--- src/rtl/if_fetch_unit.sv ---
// Instruction fetch stage: sequential PC generation, single-outstanding imem handshake,
// small instruction FIFO feeding IF/ID. Optional IF_PERF_CNT_EN adds fetch/flush counters.
module if_fetch_unit #(
    parameter logic [31:0] RESET_PC   = 32'h00000000,
    parameter int unsigned FIFO_DEPTH = 2,
    parameter logic [31:0] NOP_INSTR  = 32'h00000013
) (
    input  logic        clk,
    input  logic        reset,
    input  logic        stall,
    input  logic        flush,
    input  logic [31:0] redirect_pc,
    output logic        imem_req,
    output logic [31:0] imem_addr,
    input  logic        imem_ack,
    input  logic [31:0] imem_rdata,
    output logic [31:0] instr_out,
    output logic [31:0] PC_out,
    output logic        fetch_valid
`ifdef IF_PERF_CNT_EN
    ,
    output logic [31:0] fetch_cnt,
    output logic [31:0] flush_cnt
`endif
);

    localparam int unsigned AW = (FIFO_DEPTH > 1) ? $clog2(FIFO_DEPTH) : 1;
    localparam int unsigned CW = AW + 1;
    localparam logic [CW-1:0] DEPTH_C = CW'(FIFO_DEPTH);

    typedef enum logic [1:0] {
        IDLE,
        REQ,
        DROP
    } state_t;

    state_t          state, state_n;
    logic            req_n;
    logic [31:0]     addr_n;
    logic [31:0]     fetch_pc, fetch_pc_n;
    logic [31:0]     redirect_aligned;

    logic [31:0]     fifo_instr [FIFO_DEPTH];
    logic [31:0]     fifo_pc    [FIFO_DEPTH];
    logic [AW-1:0]   wr_ptr, rd_ptr;
    logic [CW-1:0]   count, count_n;
    logic            push, pop;

    assign redirect_aligned = redirect_pc & 32'hFFFF_FFFC;

    // Acks arriving under flush or while draining a dropped request never enter the FIFO.
    assign push    = (state == REQ) && imem_ack && !flush;
    assign pop     = fetch_valid && !stall && !flush;
    assign count_n = flush ? '0 : (count + CW'(push) - CW'(pop));

    always_comb begin
        state_n    = state;
        req_n      = imem_req;
        addr_n     = imem_addr;
        fetch_pc_n = fetch_pc;
        if (flush) begin
            fetch_pc_n = redirect_aligned;
        end
        unique case (state)
            IDLE: begin
                if (!flush && (count < DEPTH_C)) begin
                    state_n = REQ;
                    req_n   = 1'b1;
                    addr_n  = fetch_pc;
                end
            end
            REQ: begin
                if (flush) begin
                    // The outstanding request must still complete; only its data is dropped.
                    if (imem_ack) begin
                        state_n = IDLE;
                        req_n   = 1'b0;
                    end else begin
                        state_n = DROP;
                    end
                end else if (imem_ack) begin
                    fetch_pc_n = fetch_pc + 32'd4;
                    if (count_n < DEPTH_C) begin
                        addr_n = fetch_pc + 32'd4;
                    end else begin
                        state_n = IDLE;
                        req_n   = 1'b0;
                    end
                end
            end
            DROP: begin
                if (imem_ack) begin
                    state_n = IDLE;
                    req_n   = 1'b0;
                end
            end
            default: begin
                state_n = IDLE;
                req_n   = 1'b0;
            end
        endcase
    end

    always_ff @(posedge clk or posedge reset) begin
        if (reset) begin
            state     <= IDLE;
            imem_req  <= 1'b0;
            imem_addr <= RESET_PC;
            fetch_pc  <= RESET_PC;
        end else begin
            state     <= state_n;
            imem_req  <= req_n;
            imem_addr <= addr_n;
            fetch_pc  <= fetch_pc_n;
        end
    end

    always_ff @(posedge clk or posedge reset) begin
        if (reset) begin
            wr_ptr <= '0;
            rd_ptr <= '0;
            count  <= '0;
        end else begin
            if (flush) begin
                wr_ptr <= '0;
                rd_ptr <= '0;
            end else begin
                wr_ptr <= wr_ptr + AW'(push);
                rd_ptr <= rd_ptr + AW'(pop);
            end
            count <= count_n;
        end
    end

    always_ff @(posedge clk) begin
        if (push) begin
            fifo_instr[wr_ptr] <= (imem_rdata == 32'h0) ? NOP_INSTR : imem_rdata;
            fifo_pc[wr_ptr]    <= imem_addr;
        end
    end

    always_comb begin
        fetch_valid = (count != '0);
        instr_out   = NOP_INSTR;
        PC_out      = 32'h0;
        if (fetch_valid) begin
            instr_out = fifo_instr[rd_ptr];
            PC_out    = fifo_pc[rd_ptr];
        end
    end

`ifdef IF_PERF_CNT_EN
    always_ff @(posedge clk or posedge reset) begin
        if (reset) begin
            fetch_cnt <= '0;
            flush_cnt <= '0;
        end else begin
            fetch_cnt <= fetch_cnt + 32'(push);
            flush_cnt <= flush_cnt + 32'(flush);
        end
    end
`endif

endmodule

--- config.mk ---
export PLATFORM = sky130hd
export DESIGN_NAME = if_fetch_unit
export DESIGN_NICKNAME = d
export VERILOG_FILES = /design/src/rtl/if_fetch_unit.sv
export SDC_FILE = /design/constraint.sdc
export NUM_CORES = 1
export LEC_CHECK = 0
export CORE_MARGIN = 4
export CORE_UTILIZATION = 41
export DETAILED_ROUTE_END_ITERATION = 12
export GPL_ROUTABILITY_DRIVEN = 0
export PLACE_DENSITY = 0.68
export SLEW_MARGIN = 40
export SYNTH_ARGS = -nofsm -noshare
export SYNTH_HDL_FRONTEND = slang
export SYNTH_SLANG_ARGS = --single-unit
--- constraint.sdc ---
create_clock -name clk -period 3.9 [get_ports clk]
set_input_delay 0.78 -clock clk [delete_from_list [all_inputs] [get_ports clk]]
set_output_delay 0.78 -clock clk [all_outputs]
set_load 0.05 [all_outputs]
==> reports/results.tsv, run 1 <==
metric	value	unit
drive_gt1_share	8.27	%
syn_area	0.00895	mm2
die_area	0.0243	mm2
vias_per_cell	5.32	
finish.utilization	53.7	%
crit_path_start_kind	flip-flop	
grt_use_total	16.8	%
dr_total_vias	6161	
crit_path_end	PC_out[12]	
setup_viol_count_final	0	
post_cts_resized	0	
synth.avg_cell_area	11.9	um2
ys_types	48	
p_seq_share	44.8	%
cts_buffer_depth	2	
fin_crit_sh	86.4	%
cts_setup_buffers	0	
layout.nets	944	
worstMarginPinSlew	0.673	ns
fmax	0.297	GHz
finalNonFillerCells	1158	
pre_cts_slack	0.366	ns
wl	20.0	mm
cts_max_level	4	
p_clk_share	28.7	%
critPathArrivalTime	2.59	ns
cts_tree	yes	
syn-num-nets	826	
drc	0	
r2r-end	imem_addr[7]	
synth_ff_type	edfxtp_1	
drt_iter0_markers	450	
grt_use_met3	2.83	%
overflow	0	
fp.dieH	156	um
final_cell_mix	clkdlybuf4s50_1, edfxtp_1, nor2_1	
wl_per_cell	17.3	um
floorplan.rows	53	
synth-seq-cells	199	
synth_area_leaders	edfxtp_1, dfrtp_1, mux2i_1	
grt_pass1_vias	6038	
antenna_found_initial	0	
syn_inst	752	
power_switching	2.07	mW
max_cap_viol_count	0	
io_buffers	164	
p_int	4.02	mW
status	completed	
synthArstFlopShare	35.7	%
grt_pass1_wl	32.3	mm
slew_headroom	55.1	%
die-width	156	um
pwr-share-comb	26.6	%
power.static_leakage	3.78	nW
ant_nets	0	
setup_ws	0.529	ns
cp_data_required_time	3.12	ns
startpoint	rd_ptr	
end_kind	output pin	
swShare	33.9	%
cts-root-buf	clkbuf_16	
slew_violations	0	
final_common_cell	clkdlybuf4s50_1	
synth.top_cell.area_share	42.9	%
clkLatencyLatePin	0.43	ns
core	0.0212	mm2
postCtsHoldBufs	0	
min_period	3.37	ns
setup_tns	0	ns
synth-seq-area-share	62.8	%
clkTransAtPathRegs	0.07	ns
finalHoldViolCount	0	
clock_skew	0.00870	ns
criticalPathCategory	reg2out	
placed_cells	1126	
first_pass_iters	5	
max-vdd-ir-drop	0.282	mV
synth-edff-count	128	
p_per_area	535	mW/mm2
met2_usage	28.0	%
synth_top_area_cell	edfxtp_1	
boundaryPins	167	
numCtsBuffers	17	
met1_usage	22.4	%
rsz0062_at_grt	no	
clock_sinks	199	
antenna_cells	0	
grt-busiest-layer	met2	
rrSetupSlack	1.03	ns
dpl.hpwl	14.0	mm
synth_warnings	0	
worstPathMaxFanout	24	
syn_to_final_growth	27.3	%
start_util	42.2	%
hold_path.class	reg2reg	
grt_max_degree	72	
rr_worst_depth	11	
r2r-start	state[0]	
fillCellCount	1867	
power groups by stage:
stage                     Sequential (mW)  Combinational, mW  Clock [mW]
final                                2.73               1.62        1.75
after global routing                 2.76               1.72        1.87
after CTS                            2.73               1.64        1.78
after detailed placement             2.77               1.63           0
after global placement               2.76               1.61           0
after floorplan                      3.05              0.700           0
how the worst min path moves through the flow:
| stage | from | end | slack, ns | depth (start not counted) |
|---|---|---|---|---|
| floorplan | fetch_pc[0] | fetch_pc[0] | 0.46 | 1 |
| global placement | fetch_pc[1] | fetch_pc[1] | 0.48 | 1 |
| detailed placement | fetch_pc[0] | fetch_pc[0] | 0.48 | 1 |
| CTS | fetch_pc[0] | fetch_pc[0] | 0.50 | 1 |
| global route | fetch_pc[0] | fetch_pc[0] | 0.52 | 1 |
| finish | fetch_pc[0] | fetch_pc[0] | 0.50 | 1 |
through the flow:
step / hold slack, ns / power (mW) / cell area (um2)
3_5_place_dp: 0.481 / 4.40 / 10800
2_1_floorplan: 0.458 / 3.75 / 8950
5_1_grt: 0.520 / 6.35 / 11400
6_report: 0.499 / 6.09 / 11400
4_1_cts: 0.504 / 6.15 / 11400
3_3_place_gp: 0.475 / 4.38 / 10800
critical path, stage by stage, from the launching register on:
cell and delay (ns):
dfrtp_4 0.73, buf_4 0.36, mux2i_1 0.12, nor2_1 0.13, clkdlybuf4s50_1 0.82
cells in the mapped netlist (8+ instances only):
master,n
a21oi_1,16
a221o_1,8
a31oi_1,27
clkbuf_1,67
dfrtp_1,71
edfxtp_1,128
inv_1,9
mux2i_1,65
nand2_1,33
nand4_1,18
nor2_1,118
nor3_1,16
nor4_1,14
o21ai_0,23
o311a_1,8
o31ai_1,16
or3_1,10
or4_1,19
xnor2_1,15
xor2_1,8
final cells by class:
| class | count | area (um2) | share of cell area (%) |
|---|---|---|---|
| sequential | 199 | 5620 | 49.3 |
| multi-input combinational | 461 | 2980 | 26.2 |
| timing repair buffer | 181 | 1820 | 15.9 |
| clock buffer | 19 | 443 | 3.89 |
| tap | 275 | 344 | 3.02 |
| clock inverter | 13 | 149 | 1.31 |
| inverter | 10 | 37.5 | 0.329 |
cell families after synthesis:
family | Yosys count | synth area share (%)
compound gates | 103 | 7.73
xor+xnor | 24 | 2.52
fa+ha+maj | 5 | 0.699
buf+inv | 92 | 4.14
flops | 199 | 62.8
mux | 67 | 7.52
simple gates | 262 | 14.6
layer usage:
metal	vias to the layer above	routed length, um
met4	0	382
li1	2995	-
met2	177	9700
met3	24	1030
met5	-	0
met1	2965	8880
sequential cells by signal, summed over array words and instances (netlist names):
| register | flops |
|---|---|
| count | 2 |
| fifo_pc | 64 |
| rd_ptr | 1 |
| fifo_instr | 64 |
| state | 2 |
| imem_req | 1 |
| wr_ptr | 1 |
| fetch_pc | 32 |
| imem_addr | 32 |
Note: power is estimated with default switching activity, not from simulation.
==> run 2: changes to the inputs <==
--- a/config.mk
+++ b/config.mk
@@ -9,7 +9,8 @@
 export CORE_UTILIZATION = 41
 export DETAILED_ROUTE_END_ITERATION = 12
 export GPL_ROUTABILITY_DRIVEN = 0
-export PLACE_DENSITY = 0.68
+export MAX_ROUTING_LAYER = met4
+export PLACE_DENSITY = 0.77
 export SLEW_MARGIN = 40
 export SYNTH_ARGS = -nofsm -noshare
 export SYNTH_HDL_FRONTEND = slang
==> run 2 against run 1 <==
  * Clock skew rose by 0.0045 ns
  * Combinational power hardly changed
  * Global-route usage increased by 0.82 points
  * Utilization is 0.32 points higher
  * Power up 2.1%
  * Register-to-register slack improved by 0.04 ns
  * Die area is the same
  * Sequential power about the same
  * Critical path type unchanged
  * Largest cell class unchanged
==> reports/results.tsv, run 2 (same netlist as run 1, synthesis figures left out) <==
metric	value	unit
cp_data_required_time	3.12	ns
overflow	0	
dr_total_vias	6204	
hold_ws	0.498	ns
p_clk_share	30.0	%
status	completed	
finalHoldViolCount	0	
clkLatencyLatePin	0.43	ns
postCtsHoldBufs	0	
clock_skew	0.0132	ns
worstPathMaxFanout	35	
cts-root-buf	clkbuf_16	
total_power	6.22	mW
end_kind	output pin	
final_cell_mix	clkdlybuf4s50_1, edfxtp_1, nor2_1	
max_cap_viol_count	0	
grt_max_degree	63	
fmax	0.289	GHz
io_buffers	164	
p_int	4.15	mW
max_stage_delay	0.84	ns
layout.nets	946	
setup_viol_count_final	0	
min_period	3.46	ns
max-vdd-ir-drop	0.254	mV
p_seq_share	43.9	%
start_util	42.2	%
p_per_area	542	mW/mm2
met2_usage	27.3	%
antenna_cells	0	
slew_headroom	56.5	%
post_cts_resized	0	
crit_path_start_kind	flip-flop	
met1_usage	23.9	%
grt-busiest-layer	met2	
grt_use_met3	3.66	%
clkTransAtPathRegs	0.07	ns
pre_cts_slack	0.296	ns
antenna_found_initial	0	
syn_to_final_growth	28.1	%
die_area	0.0243	mm2
setup_tns	0	ns
floorplan.rows	53	
reg_top3	fifo_instr: 64 flops, fifo_pc: 64 flops	
swShare	33.2	%
rsz0062_at_grt	no	
core	0.0212	mm2
fp.dieH	156	um
drc	0	
drive_gt1_share	8.47	%
grt_pass1_vias	6105	
die-width	156	um
worstMarginPinSlew	0.652	ns
pwr-share-comb	26.1	%
power.static_leakage	3.83	nW
power_switching	2.07	mW
vias_per_cell	5.35	
setup_ws	0.443	ns
fin_crit_sh	88.6	%
slew_violations	0	
cts_buffer_depth	2	
grt_pass1_wl	32.8	mm
cp_cell_sequence	buf_4 > mux2i_1 > nor2_1 > clkdlybuf4s50_1	
wl_per_cell	17.7	um
wl	20.5	mm
cts_setup_buffers	0	
cts_tree	yes	
grt_use_total	17.6	%
clock_sinks	199	
cts_max_level	4	
rrSetupSlack	1.07	ns
drt_iter0_markers	539	
dpl.hpwl	14.8	mm
boundaryPins	167	
numCtsBuffers	17	
cp_slowest_cell	dfrtp_4	
criticalPathCategory	reg2out	
critPathArrivalTime	2.68	ns
first_pass_iters	4	
ant_nets	0	
final_common_cell	clkdlybuf4s50_1	
hold_path.class	reg2reg	
[run 2: layout make-up]
class,instances,area [um2]
clock buffers,19,443
fillers,1799,9750
repair buffers,183,1840
clock inverters,13,191
well taps,275,344
inverters,10,38.8
flip-flops and latches,199,5620
multi-input cells,461,2980
[run 2: per-stage QoR]
step	area (um2)	cells	util, %
6_report	11500	1160	54.0
5_1_grt	11500	1160	54.0
4_1_cts	11500	1160	54.0
3_5_place_dp	10800	1128	51.0
3_3_place_gp	10800	1128	51.0
2_1_floorplan	8950	752	-
[run 2: power by group through the flow]
stage	registers [mW]	clock network (mW)	logic, mW
2_1_floorplan	3.05	0	0.700
3_3_place_gp	2.77	0	1.61
3_5_place_dp	2.78	0	1.64
4_1_cts	2.74	1.90	1.64
5_1_grt	2.76	2.01	1.72
6_report	2.73	1.86	1.62
[run 2: worst paths after layout]
path | from | end | cells after the start
setup / recovery | rd_ptr | PC_out[12] | 4
hold / removal | fetch_pc[0] | fetch_pc[0] | 1
setup reg to reg | state[0] | imem_addr[21] | 11
hold reg to reg | fetch_pc[0] | fetch_pc[0] | 1
max in group asynchronous | reset | rd_ptr | 3
min in group asynchronous | reset | imem_addr[30] | 2
[run 2: worst max-delay path: cells and delay by family, from the launching register on]
family	cells	cell delay, ns
AND/OR/NAND/NOR	1	0.11
multiplexers	1	0.12
flip-flops	1	0.84
buffers and inverters	2	1.15
[run 2: layer usage]
metal,share of wire [%],vias up
met4,1.7,0
met3,5.2,26
met2,48,218
li1,-,3001
met1,45,2959
met5,0,-
==> run 3: changes to the inputs <==
--- a/config.mk
+++ b/config.mk
@@ -7,9 +7,10 @@
 export LEC_CHECK = 0
 export CORE_MARGIN = 4
 export CORE_UTILIZATION = 41
+export CTS_CLUSTER_SIZE = 16
 export DETAILED_ROUTE_END_ITERATION = 12
 export GPL_ROUTABILITY_DRIVEN = 0
-export MAX_ROUTING_LAYER = met4
+export HOLD_SLACK_MARGIN = 0.06
 export PLACE_DENSITY = 0.77
 export SLEW_MARGIN = 40
 export SYNTH_ARGS = -nofsm -noshare
==> run 3 against run 2 <==
  * Fmax down 0.14%
  * Via count increased by 0.24%
  * Largest power group unchanged
  * Largest cell class unchanged
  * Final cell count is the same
  * Sequential share of layout area unchanged
  * Non-clock buffer count stayed put
  * First-iteration DRC count decreased by 20%
  * Critical path depth unchanged
  * Critical endpoint unchanged
==> reports/results.tsv, run 3 (same netlist as run 1, synthesis figures left out) <==
metric	value	unit
hold_path.class	reg2reg	
cp_slowest_cell	dfrtp_4	
min_period	3.46	ns
fmax	0.289	GHz
cts_buffer_depth	2	
pre_cts_slack	0.296	ns
total_power	6.22	mW
die-width	156	um
cp_num_cells	4	
setup_tns	0	ns
final_common_cell	clkdlybuf4s50_1	
syn_to_final_growth	28.1	%
critPathTopFamily	buffers and inverters	
cp.buffers_inverters	2	
clkLatencyLatePin	0.43	ns
slew_violations	0	
antenna_cells	0	
post_cts_resized	0	
boundaryPins	167	
regArea	0.00562	mm2
core	0.0212	mm2
worstMarginPinSlew	0.659	ns
design_area	0.0115	mm2
worstPathMaxFanout	35	
cts_setup_buffers	0	
final_cell_mix	clkdlybuf4s50_1, edfxtp_1, nor2_1	
start_util	42.2	%
slew_headroom	56.0	%
cp_data_required_time	3.12	ns
cp_cell_sequence	buf_4 > mux2i_1 > nor2_1 > clkdlybuf4s50_1	
io_buffers	164	
fillCellCount	1799	
grt_pass1_vias	6101	
criticalPathCategory	reg2out	
layout.nets	946	
cts_max_level	4	
multi_input_area	0.00298	mm2
drive_gt1_share	8.47	%
setup_ws	0.438	ns
r2r-start	state[0]	
finalNonFillerCells	1160	
finalHoldViolCount	0	
grt_use_total	17.1	%
clkTransAtPathRegs	0.07	ns
placed_cells	1128	
rr_worst_depth	11	
whs_path_depth	1	
status	completed	
die_area	0.0243	mm2
rsz0062_at_grt	no	
overflow	0	
hold_end	fetch_pc[0]	
drt_iter0_markers	432	
setup_viol_count_final	0	
critPathArrivalTime	2.68	ns
rrSetupSlack	1.06	ns
wl	20.6	mm
wl_per_cell	17.8	um
drc	0	
postCtsHoldBufs	0	
max_cap_viol_count	0	
r2r-end	imem_addr[21]	
hold_ws	0.499	ns
max-vdd-ir-drop	0.254	mV
fin_crit_sh	88.8	%
first_pass_iters	5	
max_stage_delay	0.85	ns
dpl.hpwl	14.8	mm
vias_per_cell	5.36	
clock_sinks	199	
cts-root-buf	clkbuf_16	
worstHoldStart	fetch_pc[0]	
cts_tree	yes	
numCtsBuffers	17	
grt_max_degree	63	
power.static_leakage	3.83	nW
clock_skew	0.0120	ns
end_kind	output pin	
grt_pass1_wl	32.8	mm
place_area	0.0108	mm2
p_per_area	543	mW/mm2
finish.utilization	54.0	%
fp.dieH	156	um
floorplan.rows	53	
crit_path_start_kind	flip-flop	
dr_total_vias	6219	
ant_nets	0	
antenna_found_initial	0	
reg_top3	fifo_instr: 64 flops, fifo_pc: 64 flops	
[run 3: metal layers]
metal / track usage [%] / vias up / wire length (um)
met4: 5.04 / 0 / 365
met3: 3.83 / 24 / 1210
li1: - / 2998 / -
met5: 0 / - / 0
met2: 27.5 / 227 / 9830
met1: 23.5 / 2970 / 9190
[run 3: how the worst max path moves through the flow]
stage / startpoint / to / slack (ns)
detailed placement: imem_ack / imem_addr[21] / 0.30
CTS: rd_ptr / PC_out[11] / 0.38
floorplan: flush / fifo_instr[1][0] / 0.35
global placement: imem_ack / imem_addr[27] / 0.38
finish: rd_ptr / PC_out[12] / 0.44
global route: rd_ptr / PC_out[7] / 0.30
[run 3: worst reg2reg max path, cell delays in order (launching register included)]
cell and delay, ns:
dfrtp_1 0.50, and3b_1 0.25, nand2_1 0.09, ha_1 0.28, inv_1 0.04, ha_1 0.18, xor3_1 0.43, o31ai_4 0.28
buf_12 0.24, buf_4 0.24, nor2_1 0.06, a31oi_1 0.15
[run 3: cell type report]
type	count	share of cell area (%)
timing repair buffer	183	16.1
clock buffer	19	3.86
clock inverter	13	1.67
sequential	199	49.1
tap	275	3.00
inverter	10	0.338
multi-input combinational	461	26.0
[run 3: power by group]
group	total [mW]	internal (mW)	switching (mW)
registers	2.73	2.50	0.234
clock network	1.87	1.10	0.768
logic	1.62	0.558	1.07
